**config.mk**
```make
export PLATFORM = sky130hd
export DESIGN_NAME = mult_arb_sched
export DESIGN_NICKNAME = d
export VERILOG_FILES = /design/src/rtl/mult_arb_sched.sv
export SDC_FILE = /design/constraint.sdc
export NUM_CORES = 1
export LEC_CHECK = 0
export ABC_AREA = 0
export CORE_MARGIN = 2
export CORE_UTILIZATION = 44
export DETAILED_ROUTE_END_ITERATION = 8
export GPL_TIMING_DRIVEN = 0
export PLACE_DENSITY = 0.95
export SYNTH_ARGS = -nofsm -noshare
export SYNTH_HDL_FRONTEND = slang
export SYNTH_SLANG_ARGS = --single-unit
```
**constraint.sdc**
```tcl
create_clock -name i_ck -period 3.5 [get_ports i_ck]
set_input_delay 0.7 -clock i_ck [delete_from_list [all_inputs] [get_ports i_ck]]
set_output_delay 0.7 -clock i_ck [all_outputs]
set_load 0.03 [all_outputs]
```
**src/rtl/mult_arb_sched.sv**
```systemverilog
// ----------------------------------------------------------------------------
// mult_arb_sched
//
// Purpose:
//    Round-robin arbiter and sequencer that lets four requesters share one
//    4x4 shift-add multiplier. A job runs IDLE -> ISSUE -> WAIT -> DELIVER.
//    The winner's operands are latched when it is picked and stay fixed on
//    o_m_a/o_m_b until the job ends. Every output is registered.
//
// Optional feature:
//    MULT_ARB_TIMEOUT_EN - when defined, a WAIT that runs TIMEOUT_CYC cycles
//    without an accepted i_m_ready is aborted. The requester then gets DONE
//    with RESULT=0 and TIMEOUT=1. When undefined, WAIT has no limit and
//    o_timeout is tied to 0.
//
// Ports:
//    i_ck        rising-edge clock
//    i_rst       synchronous active-high reset
//    i_req[3:0]  per-requester request, held until the matching grant
//    i_a_in[15:0], i_b_in[15:0]
//                packed 4-bit operands, requester i uses bits [4i+3:4i]
//    o_gnt[3:0]  one-hot, one-cycle acceptance pulse (ISSUE)
//    o_done[3:0] one-hot, one-cycle completion pulse (DELIVER)
//    o_result[7:0]
//                product, nonzero only during DELIVER
//    o_timeout   pulses with o_done when the job was aborted
//    o_busy      high in every state except IDLE
//    o_m_start   multiplier start strobe
//    o_m_a, o_m_b
//                multiplier operands
//    i_m_ready   multiplier ready, stays high until the next start
//    i_m_p[7:0]  multiplier product
// ----------------------------------------------------------------------------
module mult_arb_sched #(
   parameter int TIMEOUT_CYC = 12
) (
   input  logic        i_ck,
   input  logic        i_rst,
   input  logic [3:0]  i_req,
   input  logic [15:0] i_a_in,
   input  logic [15:0] i_b_in,
   output logic [3:0]  o_gnt,
   output logic [3:0]  o_done,
   output logic [7:0]  o_result,
   output logic        o_timeout,
   output logic        o_busy,
   output logic        o_m_start,
   output logic [3:0]  o_m_a,
   output logic [3:0]  o_m_b,
   input  logic        i_m_ready,
   input  logic [7:0]  i_m_p
);

   typedef enum logic [1:0] {S_IDLE, S_ISSUE, S_WAIT, S_DELIVER} state_t;

   state_t      r_state;
   logic [1:0]  r_w;
   logic [1:0]  r_last_w;
   logic        r_wait_first;
   logic [3:0]  r_gnt;
   logic [3:0]  r_done;
   logic [7:0]  r_result;
   logic        r_busy;
   logic        r_m_start;
   logic [3:0]  r_m_a;
   logic [3:0]  r_m_b;

   logic        w_found;
   logic [1:0]  w_win;
   logic [1:0]  w_idx;
   logic [3:0]  w_sel_a;
   logic [3:0]  w_sel_b;
   logic [3:0]  w_w_onehot;

   // Round-robin search. It starts at the requester after the last winner,
   // so the last winner has the lowest priority.
   always_comb begin
      w_found = 1'b0;
      w_win   = 2'd0;
      w_idx   = 2'd0;
      for (int k = 0; k < 4; k++) begin
         w_idx = r_last_w + 2'(k + 1);
         if (!w_found && i_req[w_idx]) begin
            w_found = 1'b1;
            w_win   = w_idx;
         end
      end
   end

   assign w_sel_a    = i_a_in[{w_win, 2'b00} +: 4];
   assign w_sel_b    = i_b_in[{w_win, 2'b00} +: 4];
   assign w_w_onehot = 4'b0001 << r_w;

`ifdef MULT_ARB_TIMEOUT_EN
   logic [3:0] r_cnt;
   logic       r_timeout;
   logic       w_cnt_hit;

   // The count ends at TIMEOUT_CYC on the WAIT cycle that would take the
   // count to TIMEOUT_CYC.
   assign w_cnt_hit = ((r_cnt + 4'd1) == 4'(TIMEOUT_CYC));
   assign o_timeout = r_timeout;
`else
   // The parameter matters only when the timeout feature is built in.
   // Here this expression is always 0.
   assign o_timeout = 1'b0 & (TIMEOUT_CYC != 0);
`endif

   always_ff @(posedge i_ck) begin
      if (i_rst) begin
         r_state      <= S_IDLE;
         r_w          <= 2'd0;
         r_last_w     <= 2'd3;
         r_wait_first <= 1'b0;
         r_gnt        <= 4'd0;
         r_done       <= 4'd0;
         r_result     <= 8'd0;
         r_busy       <= 1'b0;
         r_m_start    <= 1'b0;
         r_m_a        <= 4'd0;
         r_m_b        <= 4'd0;
`ifdef MULT_ARB_TIMEOUT_EN
         r_cnt        <= 4'd0;
         r_timeout    <= 1'b0;
`endif
      end else begin
         case (r_state)
            S_IDLE: begin
               if (w_found) begin
                  r_w       <= w_win;
                  r_gnt     <= 4'b0001 << w_win;
                  r_m_start <= 1'b1;
                  r_m_a     <= w_sel_a;
                  r_m_b     <= w_sel_b;
                  r_busy    <= 1'b1;
                  r_state   <= S_ISSUE;
               end
            end
            S_ISSUE: begin
               r_gnt        <= 4'd0;
               r_m_start    <= 1'b0;
               r_last_w     <= r_w;
               r_wait_first <= 1'b1;
               r_state      <= S_WAIT;
            end
            S_WAIT: begin
               // In the first WAIT cycle, ready may still be high from the
               // previous job, so it is not used.
               r_wait_first <= 1'b0;
`ifdef MULT_ARB_TIMEOUT_EN
               r_cnt        <= r_cnt + 4'd1;
`endif
               if (!r_wait_first && i_m_ready) begin
                  r_result <= i_m_p;
                  r_done   <= w_w_onehot;
                  r_state  <= S_DELIVER;
`ifdef MULT_ARB_TIMEOUT_EN
                  r_cnt    <= 4'd0;
               end else if (w_cnt_hit) begin
                  r_result  <= 8'd0;
                  r_done    <= w_w_onehot;
                  r_timeout <= 1'b1;
                  r_cnt     <= 4'd0;
                  r_state   <= S_DELIVER;
`endif
               end
            end
            S_DELIVER: begin
               r_done   <= 4'd0;
               r_result <= 8'd0;
               r_busy   <= 1'b0;
               r_m_a    <= 4'd0;
               r_m_b    <= 4'd0;
`ifdef MULT_ARB_TIMEOUT_EN
               r_timeout <= 1'b0;
`endif
               r_state  <= S_IDLE;
            end
            default: r_state <= S_IDLE;
         endcase
      end
   end

   assign o_gnt     = r_gnt;
   assign o_done    = r_done;
   assign o_result  = r_result;
   assign o_busy    = r_busy;
   assign o_m_start = r_m_start;
   assign o_m_a     = r_m_a;
   assign o_m_b     = r_m_b;

endmodule

```
Word-level counts from Yosys, hierarchy flattened. Index checks and enable logic that the tools add are counted.

Register bits after elaboration: 33.

Shift-type cells: 4. Reduce and logical (&&, ||, !) cells: 18. Add/subtract/negate cells: 3. Equality and inequality tests: 5. Magnitude comparators: 4. Muxes and demuxes: 33.

Operator list (count): one-hot mux 4 bit (2 select lines) (4); variable part select 16 x 5 -> 4 bit (2); 2-to-1 mux 4 bit (4); one-hot mux 8 bit (2 select lines) (1); < comparator 2 x 3 -> 1 bit, second input constant (4); 2-to-1 mux 2 bit (6); AND reduction 2 bit (5); 2-to-1 mux 1 bit (9); binary-select mux 1 bit (select 2 bit) (4); 2-to-1 mux 8 bit (1); one-hot mux 2 bit (4 select lines) (1); nonzero test 2 bit (4); << shifter 1 x 2 -> 4 bit, first input constant (2); one-hot mux 1 bit (2 select lines) (3); adder 2 bit, second input constant (2); == test 2 bit, second input constant (2); logical AND 1 bit (4); logical NOT 1 bit (4); != test 2 bit, second input constant (2); adder 2 x 1 -> 2 bit, second input constant (1); == test 2 x 1 -> 1 bit, second input constant (1); logical NOT 2 bit (1).

Longest topological paths before layout.
Word-level depth: 16. Depth in mapped cells: 7. Mapped depth without buffers: 6.

Least setup slack after synthesis. No wires, ideal clock.

Kind: input -> register. From: input i_m_ready. To: register r_result[2], in the netlist o_result[2]. Setup slack: 1.715 ns. Library setup time: 0.128 ns. Buffers on the path: 1. Stages: 6. Arrival time: 1.657 ns. Cell sequence: nor2b_1 -> mux2i_1 -> clkbuf_1 -> nor3b_1 -> a21oi_1 -> nor2_1.

Longest elaborated chain between the ends: 3.

Ends and longest elaborated chain: start, declared (RTL line 50) `input logic i_m_ready,`; logical AND 1 bit (RTL line 153) `if (!r_wait_first && i_m_ready) begin`; != test 2 bit (no line); AND reduction 2 bit (no line); end signal, assigned (RTL line 154) `r_result <= i_m_p;`; end, declared (RTL line 62) `logic [7:0] r_result;`.

Every way passes these cells. A chain may end at the register's enable or synchronous reset.

Worst setup path after layout.
From: input i_req[1]. To: register r_m_b[1], in the netlist o_m_b[1].

Longest elaborated chain between the ends: 15. Elaborated cells on any way between the ends: 27. Classes of those cells: 1 x eq/ne; 1 x shift; 18 x mux; 7 x reduce/logical.

Ends and longest elaborated chain: start, declared (RTL line 39) `input logic [3:0] i_req,`; binary-select mux 1 bit (select 2 bit) (RTL line 83) `if (!w_found && i_req[w_idx]) begin`; 2-to-1 mux 1 bit (not written as such) (RTL line 83); 2-to-1 mux 1 bit (RTL line 83); logical NOT 1 bit (RTL line 83); logical AND 1 bit (RTL line 83); 2-to-1 mux 1 bit (RTL line 83); logical NOT 1 bit (RTL line 83); logical AND 1 bit (RTL line 83); 2-to-1 mux 1 bit (RTL line 83); logical NOT 1 bit (RTL line 83); logical AND 1 bit (RTL line 83); 2-to-1 mux 2 bit (RTL line 83); variable part select 16 x 5 -> 4 bit (RTL line 91) `assign w_sel_b = i_b_in[{w_win, 2'b00} +: 4];`; 2-to-1 mux 4 bit (RTL line 129) `if (w_found) begin`; one-hot mux 4 bit (2 select lines) (RTL line 127) `case (r_state)`; end signal, assigned (RTL line 134) `r_m_b <= w_sel_b;`; end, declared (RTL line 66) `logic [3:0] r_m_b;`.

Parallel ways exist; a longest one is shown, timed or not. The select of a mux whose other input is x is not followed.

==> impl_metrics.prom <==
# TYPE chip_impl_metric gauge
chip_impl_metric{name="synth.cell_area",unit="um^2"} 1590
chip_impl_info{name="clock-root-buffer",value="sky130_fd_sc_hd__clkbuf_4"} 1
chip_impl_metric{name="setup-tns-final",unit="ps"} 0
chip_impl_metric{name="setup-violations-final",unit=""} 0
chip_impl_metric{name="timing.final.hold_violations",unit=""} 0
chip_impl_metric{name="place.detailed.hpwl",unit="mm"} 3.34
chip_impl_metric{name="post-synth-top-area-fraction",unit="%"} 41.4
chip_impl_metric{name="postRouteAntennaNets",unit=""} 0
chip_impl_metric{name="die_width",unit="um"} 64.2
chip_impl_metric{name="clock_latency",unit="ps"} 330
chip_impl_info{name="synth_area_leaders",value="sky130_fd_sc_hd__dfxtp_1 41%, sky130_fd_sc_hd__mux2i_1 13%, sky130_fd_sc_hd__nor2_1 5.9%, sky130_fd_sc_hd__a21oi_1 5.7%, sky130_fd_sc_hd__o221ai_1 4.4%"} 1
chip_impl_info{name="holdCritStartpoint",value="o_gnt[0]"} 1
chip_impl_metric{name="static-leakage-power",unit="nW"} 0.923
chip_impl_metric{name="route.detailed.wl_per_inst",unit="um"} 14.3
chip_impl_metric{name="holdBufCountCts",unit=""} 0
chip_impl_metric{name="slew_violations",unit=""} 0
chip_impl_metric{name="drc_errors",unit=""} 0
chip_impl_metric{name="insertedDiodeCount",unit=""} 0
chip_impl_metric{name="fin_crit_sh",unit="%"} 68.7
chip_impl_metric{name="slew_headroom",unit="%"} 55.0
chip_impl_metric{name="vdd.ir_drop.worst",unit="uV"} 497
chip_impl_metric{name="first_global_vias",unit=""} 1576
chip_impl_metric{name="measured_slew_at_the_worst_slew_check_pin",unit="ps"} 676
chip_impl_metric{name="boundaryPins",unit=""} 74
chip_impl_info{name="run_status",value="completed"} 1
chip_impl_metric{name="grt.overflow.total",unit=""} 0
chip_impl_info{name="synth_largest_area_cell",value="sky130_fd_sc_hd__dfxtp_1"} 1
chip_impl_metric{name="synth_seq_cells",unit=""} 33
chip_impl_metric{name="cp_slowest_stage_delay",unit="ps"} 580
chip_impl_metric{name="area.growth.synth_to_final",unit="%"} 52.7
chip_impl_metric{name="grt_start_max_net_pins",unit=""} 11
chip_impl_metric{name="hold-path-cell-count",unit=""} 2
chip_impl_metric{name="seq_area_frac_synth",unit="%"} 41.4
chip_impl_metric{name="count_of_cells_along_the_worst_register_to_register_path",unit=""} 7
chip_impl_info{name="critPathSlowestCell",value="sky130_fd_sc_hd__a21oi_1"} 1
chip_impl_metric{name="cts_post_setup_buffers_inserted",unit=""} 0
chip_impl_metric{name="syn_nets",unit=""} 231
chip_impl_metric{name="placeableCoreArea",unit="um^2"} 3420
chip_impl_metric{name="starting_density",unit="%"} 46.7
chip_impl_metric{name="power_per_cell_area",unit="nW/um^2"} 724
chip_impl_metric{name="seqCellArea",unit="um^2"} 661
chip_impl_metric{name="cell_count_after_placement",unit=""} 296
chip_impl_metric{name="max_cap_violations",unit=""} 0
chip_impl_info{name="holdPathEnd",value="o_gnt[0]"} 1
chip_impl_metric{name="worst_ep_required_time",unit="ps"} 3750
chip_impl_metric{name="chipHeight",unit="um"} 64.2
chip_impl_metric{name="routabilityCongestion",unit=""} 0.848
chip_impl_metric{name="tmin_final",unit="ps"} 2410
chip_impl_metric{name="drt-vias-per-instance",unit=""} 5.19
chip_impl_info{name="worstSetupPathType",value="input pin to flop"} 1
chip_impl_metric{name="layout.nets",unit=""} 309
chip_impl_info{name="worstSetupStartpointType",value="input pin"} 1
chip_impl_metric{name="ctsLongestPathBuffers",unit=""} 2
chip_impl_metric{name="dieArea",unit="um^2"} 4120
chip_impl_info{name="critPathMostFrequentCell",value="sky130_fd_sc_hd__nand2_1"} 1
chip_impl_metric{name="synthesis.instances",unit=""} 179
chip_impl_metric{name="grt_first_pass_wirelength",unit="mm"} 7.11
chip_impl_metric{name="row_count",unit=""} 21
chip_impl_metric{name="numPortBuffers",unit=""} 71
chip_impl_metric{name="final_core_util",unit="%"} 71.3
chip_impl_metric{name="finClkSkew",unit="ps"} 6.56
chip_impl_metric{name="antenna_found_initial",unit=""} 0
chip_impl_info{name="cts_tree",value="built"} 1
chip_impl_metric{name="clock_transition_time_at_the_flip_flop_clock_pins_of_the_worst_setup_and_hold_paths",unit="ps"} 100
chip_impl_metric{name="drt_first_iter_violations",unit=""} 53
chip_impl_metric{name="cts-buffers-inserted",unit=""} 5
chip_impl_info{name="timing.rr.end",value="o_result[7]"} 1
chip_impl_metric{name="fin_hold_ws",unit="ps"} 469
chip_impl_metric{name="post_cts_resized",unit=""} 0
chip_impl_metric{name="area_of_the_multi_input_gates",unit="um^2"} 870
chip_impl_metric{name="critPathMaxFanout",unit=""} 8
chip_impl_metric{name="synthesized_area_divided_by_synthesized_cell_count",unit="um^2"} 8.91
chip_impl_metric{name="vias",unit=""} 1573
chip_impl_info{name="critical_path.cell_chain",value="clkdlybuf4s50_1, nor4_1, nand2_1, a21oi_1, nand2_1, o221ai_1"} 1
chip_impl_info{name="grt_setup_unrepaired",value="no"} 1
chip_impl_metric{name="detailedRoute.firstPassIterationCount",unit=""} 4
chip_impl_metric{name="placed_cell_area",unit="um^2"} 2360
chip_impl_metric{name="proportion_of_layout_cells_with_a_drive_suffix_above_1",unit="%"} 6.23
chip_impl_metric{name="place_ws",unit="ps"} 789
chip_impl_metric{name="htree_num_levels",unit=""} 2
chip_impl_metric{name="cp.arrival",unit="ps"} 2660
chip_impl_metric{name="ff2ff_setup_slack",unit="ps"} 1500
chip_impl_metric{name="report.power.total",unit="mW"} 1.76
chip_impl_metric{name="fin_cells",unit=""} 303
chip_impl_info{name="worstHoldPathType",value="flop to flop"} 1
chip_impl_metric{name="yosys.cell_types.count",unit=""} 33
chip_impl_metric{name="fillers",unit=""} 270
chip_impl_metric{name="worst_slack",unit="ps"} 1090
chip_impl_metric{name="track_usage",unit="%"} 22.2
chip_impl_metric{name="maxClockFrequency",unit="MHz"} 416
chip_impl_info{name="critical_path.endpoint_type",value="flop"} 1
chip_impl_info{name="crit-reg2reg-launch",value="r_state[0]"} 1
chip_impl_metric{name="route.final.wire_length",unit="mm"} 4.34
chip_impl_metric{name="clock_sinks",unit=""} 33
chip_impl_metric{name="yosys_warnings",unit=""} 0
chip_impl_metric{name="final_area",unit="um^2"} 2430
==> Yosys cell counts <==
cell,count
sky130_fd_sc_hd__dfxtp_1,33
sky130_fd_sc_hd__nor2_1,25
sky130_fd_sc_hd__mux2i_1,20
sky130_fd_sc_hd__a21oi_1,18
sky130_fd_sc_hd__nand2_1,15
sky130_fd_sc_hd__nor3b_1,8
sky130_fd_sc_hd__o221ai_1,8
sky130_fd_sc_hd__clkbuf_1,7
sky130_fd_sc_hd__ha_1,5
sky130_fd_sc_hd__inv_1,4
sky130_fd_sc_hd__nand2b_1,4
sky130_fd_sc_hd__buf_2,3
sky130_fd_sc_hd__nor2b_1,3
sky130_fd_sc_hd__a211o_1,2
sky130_fd_sc_hd__a211oi_1,2
sky130_fd_sc_hd__a32oi_1,2
sky130_fd_sc_hd__nor4_1,2
sky130_fd_sc_hd__nor4b_1,2
sky130_fd_sc_hd__o21a_1,2
sky130_fd_sc_hd__a211o_2,1
sky130_fd_sc_hd__a211oi_2,1
sky130_fd_sc_hd__a21oi_2,1
sky130_fd_sc_hd__buf_4,1
sky130_fd_sc_hd__conb_1,1
sky130_fd_sc_hd__nand3b_1,1
sky130_fd_sc_hd__nor3_1,1
sky130_fd_sc_hd__nor3_2,1
sky130_fd_sc_hd__nor4bb_1,1
sky130_fd_sc_hd__o21ai_0,1
sky130_fd_sc_hd__o21ai_1,1
sky130_fd_sc_hd__o22ai_1,1
sky130_fd_sc_hd__or2_2,1
sky130_fd_sc_hd__or4_1,1
==> layout by cell type (no fill, tap or decap), types with 3 or more instances in the layout <==
cell type and n:
sky130_fd_sc_hd__clkdlybuf4s50_1 71, sky130_fd_sc_hd__dfxtp_1 33, sky130_fd_sc_hd__nor2_1 25, sky130_fd_sc_hd__mux2i_1 20, sky130_fd_sc_hd__a21oi_1 18, sky130_fd_sc_hd__nand2_1 15, sky130_fd_sc_hd__nor3b_1 8, sky130_fd_sc_hd__o221ai_1 8
sky130_fd_sc_hd__clkbuf_1 7, sky130_fd_sc_hd__ha_1 5, sky130_fd_sc_hd__clkbuf_4 5, sky130_fd_sc_hd__inv_1 4, sky130_fd_sc_hd__nand2b_1 4, sky130_fd_sc_hd__nor2b_1 3, sky130_fd_sc_hd__buf_2 3
==> flip-flops by register name (all words and copies together), names as in the netlist <==
name,cells
o_done,4
r_state,2
o_m_start,1
r_wait_first,1
o_busy,1
o_result,8
r_last_w,2
o_gnt,4
o_m_b,4
r_w,2
o_m_a,4
==> worst max-delay path by stage <==
stage / start / slack [ps] / cells after the start / endpoint
after detailed placement: i_req[1] / 790 / 6 / o_m_a[1]
after global placement: i_req[1] / 870 / 6 / o_m_b[0]
after floorplan: i_m_ready / 1720 / 6 / o_result[2]
final: i_req[1] / 1090 / 6 / o_m_b[1]
after global routing: i_req[1] / 930 / 6 / o_m_a[2]
after CTS: i_req[1] / 1150 / 6 / o_m_a[1]
==> power by group <==
| group | internal, mW | switching [mW] | total [mW] | leakage [nW] |
|---|---|---|---|---|
| sequential | 0.491 | 0.0766 | 0.568 | 0.270 |
| combinational | 0.400 | 0.524 | 0.924 | 0.611 |
| clock | 0.145 | 0.126 | 0.272 | 0.0410 |
==> per-layer routing <==
metal	global-route usage [%]	wire length, um	vias up
li1	-	-	788
met1	25.2	1800	742
met2	38.4	2260	34
met3	6.34	185	9
met4	9.57	93	0
met5	0	0	-
==> cell type report <==
cell class                 count  area share [%]
buffer                        11            2.00
clock buffer                   5            1.54
clock inverter                 2            1.44
inverter                       4           0.617
multi-input combinational    131            35.7
sequential                    33            27.1
tap                           46            2.36
timing repair buffer          71            29.2
==> worst max-delay path: cells and delay by family <==
| kind | cells | cell delay, ps |
|---|---|---|
| compound gates | 2 | 680 |
| simple gates | 3 | 780 |
| buf+inv | 1 | 480 |
==> logic make-up after synthesis <==
logic type	count (synthesis)	synth area share, %
multiplexers	20	12.6
AND/OR/NAND/NOR	65	20.7
adder cells (fa/ha/maj)	5	3.92
buffers and inverters	15	4.00
AO/OA/AOI/OAI	40	17.1
flip-flops	33	41.4
other	1	0.235
Note: power is estimated with default switching activity, not from simulation.
